[src/rtl/mips_arb_pkg.sv]
// Shared types and constants for the MIPS unified-memory arbiter.
// Optional debug requester is enabled by defining MEM_ARB_DBG_PORT_EN.
package mips_arb_pkg;

    localparam int SRC_W = 2;
    localparam int CNT_W = 4;
    localparam int LAT_W = 4;

    typedef enum logic [1:0] {
        ST_IDLE   = 2'd0,
        ST_ACCESS = 2'd1,
        ST_RESP   = 2'd2
    } state_e;

    typedef enum logic [SRC_W-1:0] {
        SRC_DM  = 2'd0,
        SRC_IF  = 2'd1,
        SRC_DBG = 2'd2
    } src_e;

    function automatic logic [CNT_W-1:0] sat_inc(input logic [CNT_W-1:0] val,
                                                 input logic [CNT_W-1:0] lim);
        logic [CNT_W-1:0] res;
        if (val >= lim) begin
            res = lim;
        end else begin
            res = val + {{(CNT_W-1){1'b0}}, 1'b1};
        end
        return res;
    endfunction

endpackage

[src/rtl/mips_arb_prio.sv]
// Winner selection and fetch-starvation tracking for mips_mem_arbiter.
// Adds the lowest-priority debug requester when MEM_ARB_DBG_PORT_EN is defined.
module mips_arb_prio
    import mips_arb_pkg::*;
#(
    parameter int STARVE_MAX = 4
) (
    input  logic clk1,
    input  logic rst_n,
    input  logic arb_en,
    input  logic halted,
    input  logic if_req,
    input  logic dm_req,
`ifdef MEM_ARB_DBG_PORT_EN
    input  logic dbg_req,
    output logic dbg_win,
`endif
    output logic if_win,
    output logic dm_win
);

    logic [CNT_W-1:0] starve_cnt_r;
    logic             starved_s;
    logic             if_ok_s;
    logic             if_win_s;
    logic             dm_win_s;
`ifdef MEM_ARB_DBG_PORT_EN
    logic             dbg_win_s;
`endif

    assign starved_s = (starve_cnt_r == CNT_W'(STARVE_MAX));
    assign if_ok_s   = if_req && !halted;

    // Priority: a starved fetch first, then data, then fetch, then debug.
    always_comb begin
        if_win_s  = 1'b0;
        dm_win_s  = 1'b0;
`ifdef MEM_ARB_DBG_PORT_EN
        dbg_win_s = 1'b0;
`endif
        if (arb_en && if_ok_s && starved_s) begin
            if_win_s = 1'b1;
        end else if (arb_en && dm_req) begin
            dm_win_s = 1'b1;
        end else if (arb_en && if_ok_s) begin
            if_win_s = 1'b1;
`ifdef MEM_ARB_DBG_PORT_EN
        end else if (arb_en && dbg_req) begin
            dbg_win_s = 1'b1;
`endif
        end else begin
            if_win_s = 1'b0;
            dm_win_s = 1'b0;
        end
    end

    // Count data grants that bypass a waiting fetch; debug grants are not counted.
    always_ff @(posedge clk1 or negedge rst_n) begin
        if (!rst_n) begin
            starve_cnt_r <= {CNT_W{1'b0}};
        end else if (!if_req || if_win_s) begin
            starve_cnt_r <= {CNT_W{1'b0}};
        end else if (dm_win_s) begin
            starve_cnt_r <= sat_inc(starve_cnt_r, CNT_W'(STARVE_MAX));
        end else begin
            starve_cnt_r <= starve_cnt_r;
        end
    end

    assign if_win  = if_win_s;
    assign dm_win  = dm_win_s;
`ifdef MEM_ARB_DBG_PORT_EN
    assign dbg_win = dbg_win_s;
`endif

endmodule

[src/rtl/mips_mem_arbiter.sv]
// Arbiter sharing one single-ported memory between fetch, data and (with
// MEM_ARB_DBG_PORT_EN defined) a debug requester; one access in flight.
module mips_mem_arbiter
    import mips_arb_pkg::*;
#(
    parameter int ADDR_W     = 10,
    parameter int DATA_W     = 32,
    parameter int MEM_LAT    = 2,
    parameter int STARVE_MAX = 4
) (
    input  logic              clk1,
    input  logic              rst_n,
    input  logic              halted,
    input  logic              if_req,
    input  logic [ADDR_W-1:0] if_addr,
    output logic              if_gnt,
    output logic              if_rvalid,
    input  logic              dm_req,
    input  logic              dm_we,
    input  logic [ADDR_W-1:0] dm_addr,
    input  logic [DATA_W-1:0] dm_wdata,
    output logic              dm_gnt,
    output logic              dm_rvalid,
`ifdef MEM_ARB_DBG_PORT_EN
    input  logic              dbg_req,
    input  logic              dbg_we,
    input  logic [ADDR_W-1:0] dbg_addr,
    input  logic [DATA_W-1:0] dbg_wdata,
    output logic              dbg_gnt,
    output logic              dbg_rvalid,
`endif
    output logic [DATA_W-1:0] rdata,
    output logic              mem_en,
    output logic              mem_we,
    output logic [ADDR_W-1:0] mem_addr,
    output logic [DATA_W-1:0] mem_wdata,
    input  logic [DATA_W-1:0] mem_rdata
);

    state_e            state_r;
    state_e            state_nxt_s;
    src_e              src_r;
    src_e              win_src_s;
    logic [LAT_W-1:0]  lat_cnt_r;
    logic              lat_done_s;
    logic              arb_en_s;
    logic              if_win_s;
    logic              dm_win_s;
    logic              any_win_s;
    logic              win_we_s;
    logic [ADDR_W-1:0] win_addr_s;
    logic [DATA_W-1:0] win_wdata_s;
    logic              mem_en_r;
    logic              mem_we_r;
    logic [ADDR_W-1:0] mem_addr_r;
    logic [DATA_W-1:0] mem_wdata_r;
    logic [DATA_W-1:0] rdata_r;
    logic              if_rvalid_r;
    logic              dm_rvalid_r;
`ifdef MEM_ARB_DBG_PORT_EN
    logic              dbg_win_s;
    logic              dbg_rvalid_r;
`endif

    // Grants only from IDLE, and never while reset is asserted.
    assign arb_en_s   = rst_n && (state_r == ST_IDLE);
    assign lat_done_s = (lat_cnt_r == LAT_W'(MEM_LAT - 1));

    mips_arb_prio #(
        .STARVE_MAX (STARVE_MAX)
    ) u_prio (
        .clk1    (clk1),
        .rst_n   (rst_n),
        .arb_en  (arb_en_s),
        .halted  (halted),
        .if_req  (if_req),
        .dm_req  (dm_req),
`ifdef MEM_ARB_DBG_PORT_EN
        .dbg_req (dbg_req),
        .dbg_win (dbg_win_s),
`endif
        .if_win  (if_win_s),
        .dm_win  (dm_win_s)
    );

`ifdef MEM_ARB_DBG_PORT_EN
    assign any_win_s = if_win_s | dm_win_s | dbg_win_s;
`else
    assign any_win_s = if_win_s | dm_win_s;
`endif

    // Route the winning requester's command onto the memory-side registers.
    always_comb begin
        win_src_s   = SRC_DM;
        win_we_s    = dm_we;
        win_addr_s  = dm_addr;
        win_wdata_s = dm_wdata;
        if (if_win_s) begin
            win_src_s   = SRC_IF;
            win_we_s    = 1'b0;
            win_addr_s  = if_addr;
            win_wdata_s = {DATA_W{1'b0}};
`ifdef MEM_ARB_DBG_PORT_EN
        end else if (dbg_win_s) begin
            win_src_s   = SRC_DBG;
            win_we_s    = dbg_we;
            win_addr_s  = dbg_addr;
            win_wdata_s = dbg_wdata;
`endif
        end else begin
            win_src_s   = SRC_DM;
            win_we_s    = dm_we;
            win_addr_s  = dm_addr;
            win_wdata_s = dm_wdata;
        end
    end

    // FSM state register.
    always_ff @(posedge clk1 or negedge rst_n) begin
        if (!rst_n) begin
            state_r <= ST_IDLE;
        end else begin
            state_r <= state_nxt_s;
        end
    end

    // FSM next-state logic.
    always_comb begin
        state_nxt_s = state_r;
        case (state_r)
            ST_IDLE: begin
                if (any_win_s) begin
                    state_nxt_s = ST_ACCESS;
                end else begin
                    state_nxt_s = ST_IDLE;
                end
            end
            ST_ACCESS: begin
                if (lat_done_s) begin
                    state_nxt_s = ST_RESP;
                end else begin
                    state_nxt_s = ST_ACCESS;
                end
            end
            ST_RESP: begin
                state_nxt_s = ST_IDLE;
            end
            default: begin
                state_nxt_s = ST_IDLE;
            end
        endcase
    end

    // Latch the winner, hold the memory drive for MEM_LAT cycles, then respond.
    always_ff @(posedge clk1 or negedge rst_n) begin
        if (!rst_n) begin
            src_r        <= SRC_DM;
            lat_cnt_r    <= {LAT_W{1'b0}};
            mem_en_r     <= 1'b0;
            mem_we_r     <= 1'b0;
            mem_addr_r   <= {ADDR_W{1'b0}};
            mem_wdata_r  <= {DATA_W{1'b0}};
            rdata_r      <= {DATA_W{1'b0}};
            if_rvalid_r  <= 1'b0;
            dm_rvalid_r  <= 1'b0;
`ifdef MEM_ARB_DBG_PORT_EN
            dbg_rvalid_r <= 1'b0;
`endif
        end else begin
            if_rvalid_r  <= 1'b0;
            dm_rvalid_r  <= 1'b0;
`ifdef MEM_ARB_DBG_PORT_EN
            dbg_rvalid_r <= 1'b0;
`endif
            case (state_r)
                ST_IDLE: begin
                    if (any_win_s) begin
                        src_r       <= win_src_s;
                        lat_cnt_r   <= {LAT_W{1'b0}};
                        mem_en_r    <= 1'b1;
                        mem_we_r    <= win_we_s;
                        mem_addr_r  <= win_addr_s;
                        mem_wdata_r <= win_wdata_s;
                    end
                end
                ST_ACCESS: begin
                    if (lat_done_s) begin
                        mem_en_r <= 1'b0;
                        mem_we_r <= 1'b0;
                        // Stores leave the previous response word in place.
                        if (!mem_we_r) begin
                            rdata_r <= mem_rdata;
                        end
                        if (src_r == SRC_IF) begin
                            if_rvalid_r <= 1'b1;
`ifdef MEM_ARB_DBG_PORT_EN
                        end else if (src_r == SRC_DBG) begin
                            dbg_rvalid_r <= 1'b1;
`endif
                        end else begin
                            dm_rvalid_r <= 1'b1;
                        end
                    end else begin
                        lat_cnt_r <= lat_cnt_r + LAT_W'(1);
                    end
                end
                default: begin
                    mem_en_r <= 1'b0;
                end
            endcase
        end
    end

    assign if_gnt     = if_win_s;
    assign dm_gnt     = dm_win_s;
    assign if_rvalid  = if_rvalid_r;
    assign dm_rvalid  = dm_rvalid_r;
    assign rdata      = rdata_r;
    assign mem_en     = mem_en_r;
    assign mem_we     = mem_we_r;
    assign mem_addr   = mem_addr_r;
    assign mem_wdata  = mem_wdata_r;
`ifdef MEM_ARB_DBG_PORT_EN
    assign dbg_gnt    = dbg_win_s;
    assign dbg_rvalid = dbg_rvalid_r;
`endif

endmodule

[config.mk]
export PLATFORM = sky130hd
export DESIGN_NAME = mips_mem_arbiter
export DESIGN_NICKNAME = d
export VERILOG_FILES = /design/src/rtl/mips_arb_pkg.sv /design/src/rtl/mips_arb_prio.sv /design/src/rtl/mips_mem_arbiter.sv
export SDC_FILE = /design/constraint.sdc
export NUM_CORES = 1
export LEC_CHECK = 0
export CAP_MARGIN = 5
export CORE_MARGIN = 8
export CORE_UTILIZATION = 44
export DETAILED_ROUTE_END_ITERATION = 6
export GPL_TIMING_DRIVEN = 0
export PLACE_DENSITY_LB_ADDON = 0.1
export SYNTH_ARGS = -nofsm -noshare
export SYNTH_HDL_FRONTEND = slang
export SYNTH_SLANG_ARGS = --single-unit
[constraint.sdc]
create_clock -name clk1 -period 3.1 [get_ports clk1]
set_input_delay 0.775 -clock clk1 [delete_from_list [all_inputs] [get_ports clk1]]
set_output_delay 0.775 -clock clk1 [all_outputs]
set_load 0.01 [all_outputs]
==> reports/metrics.csv, run 1 <==
stage,metric,value,unit
sta,hold_ws,0.235,ns
yosys,synthFlopType,dfrtp_1,
worst_hold_path,hold_path.class,primary input to asynchronous set/reset pin,
yosys,yosys-top-cells-count,"dfrtp_1, a22o_1, mux2_1",
drt,viasPerCell,5.12,
power_and_ir_drop,combPwrFrac,45.9,%
clock_tree,clock_path_buffers,2,
yosys,ys_ff_latch,89,
grt,grt_max_degree,52,
final_layout,multiInputGateArea,1120,sq um
worst_setup_path,cp_slowest_cell,clkdlybuf4s50_1,
floorplan,start_util,45.5,%
drt,wl,10000,um
final_layout,regArea,2230,sq um
power_and_ir_drop,clkPwrFrac,15.6,%
sta,slew_violations,0,
yosys,synthDistinctLibCells,37,
final_layout,drive_above_1_share,13.2,%
sta,clock.fmax,329,MHz
worst_setup_path,critical_path.max_stage_delay,0.51,ns
power_and_ir_drop,p_leak,2.47,nW
yosys,synth_most_common_cell,dfrtp_1,
worst_setup_path,start_kind,primary input,
final_layout,nFillCells,522,
yosys,synth_top_area_share,63.3,%
worst_setup_path,required,2.32,ns
placed_design,portBuffers,168,
drt,dr_total_vias,2741,
clock_tree,clock_sinks,89,
drt,wire_per_inst,18.8,um
floorplan,die_w,105,um
worst_setup_path,endpoint_kind,output port,
yosys,ys_top_cells_by_area,"dfrtp_1, a22o_1, mux2_1",
yosys,postSynthAreaPerCell,14.4,sq um
sta,setup_viol_count_final,0,
clock_tree,cts_tree,done,
sta,finalSetupTns,0,ns
final_layout,area_growth,59.8,%
sta,clock_skew,0.0125,ns
floorplan,dieArea,11100,sq um
flow_run,cap_violations,0,
sta,period_needed,3.04,ns
grt,grt_overflow,0,
yosys,async_flop_share,100,%
drt,firstDrtPassIters,5,
power_and_ir_drop,p_switching,0.00167,W
sta,min_period_over_period,98.1,%
power_and_ir_drop,p_sw_share,32.2,%
sta,rsz0062_at_grt,false,
placed_design,hpwl,7680,um
grt,antenna_found_initial,0,
worst_setup_path,path_class,primary input to output port,
placed_design,gp_congestion,0.764,
grt,grt_pass1_wl,16400,um
worst_setup_path,worst-r2r-cell-count,7,
sta,slew_headroom,68.6,%
clock_tree,cts_root_buf,clkbuf_8,
floorplan,die_h,105,um
floorplan,num_io_pins,170,
power_and_ir_drop,power_frac_seq,38.5,%
floorplan,core.rowCount,32,
yosys,syn-cell-area,3520,sq um
yosys,synth_nets,339,
sta,tightest_slew,0.471,ns
worst_setup_path,critPathArrivalTime,2.27,ns
power_and_ir_drop,vdd_drop_max,0.420,mV
drt,drtIter0Drc,146,
drt,ant_nets,0,
power_and_ir_drop,intPower,0.00353,W
grt,grt_pass1_vias,3073,
final_layout,antennaDiodeCount,0,
clock_tree,htreeDepth,3,
yosys,seq_area_frac_synth,63.3,%
power_and_ir_drop,cellPowerDensity,925,nW/um^2
floorplan,core_area,7730,sq um
grt,grt_usage,18.6,%
clock_tree,clk_latency,0.34,ns
final_layout,finalNetCount,522,
sta,hold_violations,0,
yosys,synthCells,245,
drt,drc,0,
clock_tree,cts-buffers-inserted,9,
worst_setup_path,cp_max_fo,10,
yosys,yosys.area.top_type,dfrtp_1,
clock_tree,cts.clk_slew.worst_paths,0.09,ns
yosys,synth_edf_count,0,
status,status,"finished, final reports clean",
worst_setup_path,crit_chain,clkdlybuf4s50_1 > nand2b_1 > o211a_1 > buf_4 > buf_4 > clkdlybuf4s15_1,
yosys,synth-warning-count,0,
worst_setup_path,crit_top_cell,buf_4,
[logic make-up (layout without fill, tap and decap cells)]
group,count (synthesis),after routing,share of synthesized area [%]
adders and majority gates,4,4,1.42
muxes,33,33,10.5
AOI/OAI and AO/OA,54,54,13.4
DFF,89,89,63.3
buffers and inverters,30,218,4.76
and+or+nand+nor,35,35,6.61
[path summary, 6_finish.rpt]
kind                                          start                                  to  slack [ns]
setup / recovery                             if_req                              dm_gnt        0.06
hold / removal                                rst_n  u_prio.starve_cnt_r[2]$_DFFE_PN0P_        0.24
setup reg to reg           lat_cnt_r[1]$_DFFE_PN0P_               rdata[29]$_DFFE_PN0P_        1.21
hold reg to reg                src_r[0]$_DFFE_PN0P_                 dm_rvalid$_DFF_PN0_        0.49
max in group asynchronous                     rst_n           mem_wdata[10]$_DFFE_PN0P_        2.41
min in group clk1              src_r[0]$_DFFE_PN0P_                 dm_rvalid$_DFF_PN0_        0.49
[cell type report]
type,instances,area share (%)
multi-input combinational,126,20.0
tap,102,2.27
clock buffer,9,2.20
buffer,15,1.98
timing repair buffer,172,31.5
clock inverter,7,1.40
sequential,89,39.6
inverter,15,1.00
[state kept, by name, summed over array words and instances, names as in the netlist]
name and flops:
dm_rvalid 1, if_rvalid 1, lat_cnt_r 4, mem_addr 10
mem_en 1, mem_wdata 32, mem_we 1, rdata 32
src_r 1, state_r 2, u_prio.starve_cnt_r 4
[cell usage in the layout (no fill, tap or decap), types with 3 or more instances in the layout]
master,instances
clkdlybuf4s50_1,165
dfrtp_1,89
a22o_1,32
mux2_1,17
inv_1,15
mux2_2,15
a222oi_1,10
clkbuf_8,9
nand2_1,8
buf_4,6
nand3_1,6
buf_6,5
clkbuf_1,4
ha_1,4
nand2b_1,3
nor2_1,3
a21oi_1,3
[power by group through the flow]
stage | Clock (W) | Sequential, W | Combinational [W]
4_1_cts | 0.000837 | 0.00200 | 0.00243
6_report | 0.000813 | 0.00200 | 0.00239
3_3_place_gp | 0 | 0.00199 | 0.00236
2_1_floorplan | 0 | 0.00223 | 0.000791
3_5_place_dp | 0 | 0.00201 | 0.00241
5_1_grt | 0.000882 | 0.00208 | 0.00257
[stage by stage]
step | utilization (%) | cell area, sq um | std cells | power, W | setup slack, ns
final | 72.7 | 5620 | 535 | 0.00520 | 0.0578
after global routing | 72.7 | 5620 | 535 | 0.00553 | 0.00607
after CTS | 72.7 | 5620 | 535 | 0.00527 | 0.0108
after detailed placement | 69.3 | 5350 | 516 | 0.00442 | -0.537
after global placement | 68.9 | 5330 | 515 | 0.00435 | -3.73
after floorplan | - | 3520 | 245 | 0.00302 | 0.800
[metal layers]
metal,vias up,track usage (%),part of all wire [%]
met1,1332,21.6,41
met3,13,8.22,11
met4,0,7.34,1.8
met2,137,29.5,46
li1,1259,-,-
met5,-,0,0
[worst max-delay path, delay by kind of cell]
kind / cells / cell delay, ns
buffers and inverters: 4 / 1.14
AO/OA/AOI/OAI: 1 / 0.23
AND/OR/NAND/NOR: 1 / 0.12
[repair_timing]
item                                    4_1_cts  5_1_grt
resized for setup                             6        1
buffers inserted                              2        0
gates cloned                                  1        0
pin swaps                                     1        0
hold buffers                                  0        0
endpoints found under the setup margin        2        1
Power figures use the tool's default switching activity.
==> run 2, diff against run 1 <==
CTS_CLUSTER_DIAMETER = 40   (was default)
==> results of run 2 <==
Final layout, timing and power as in run 1 (identical DEF).
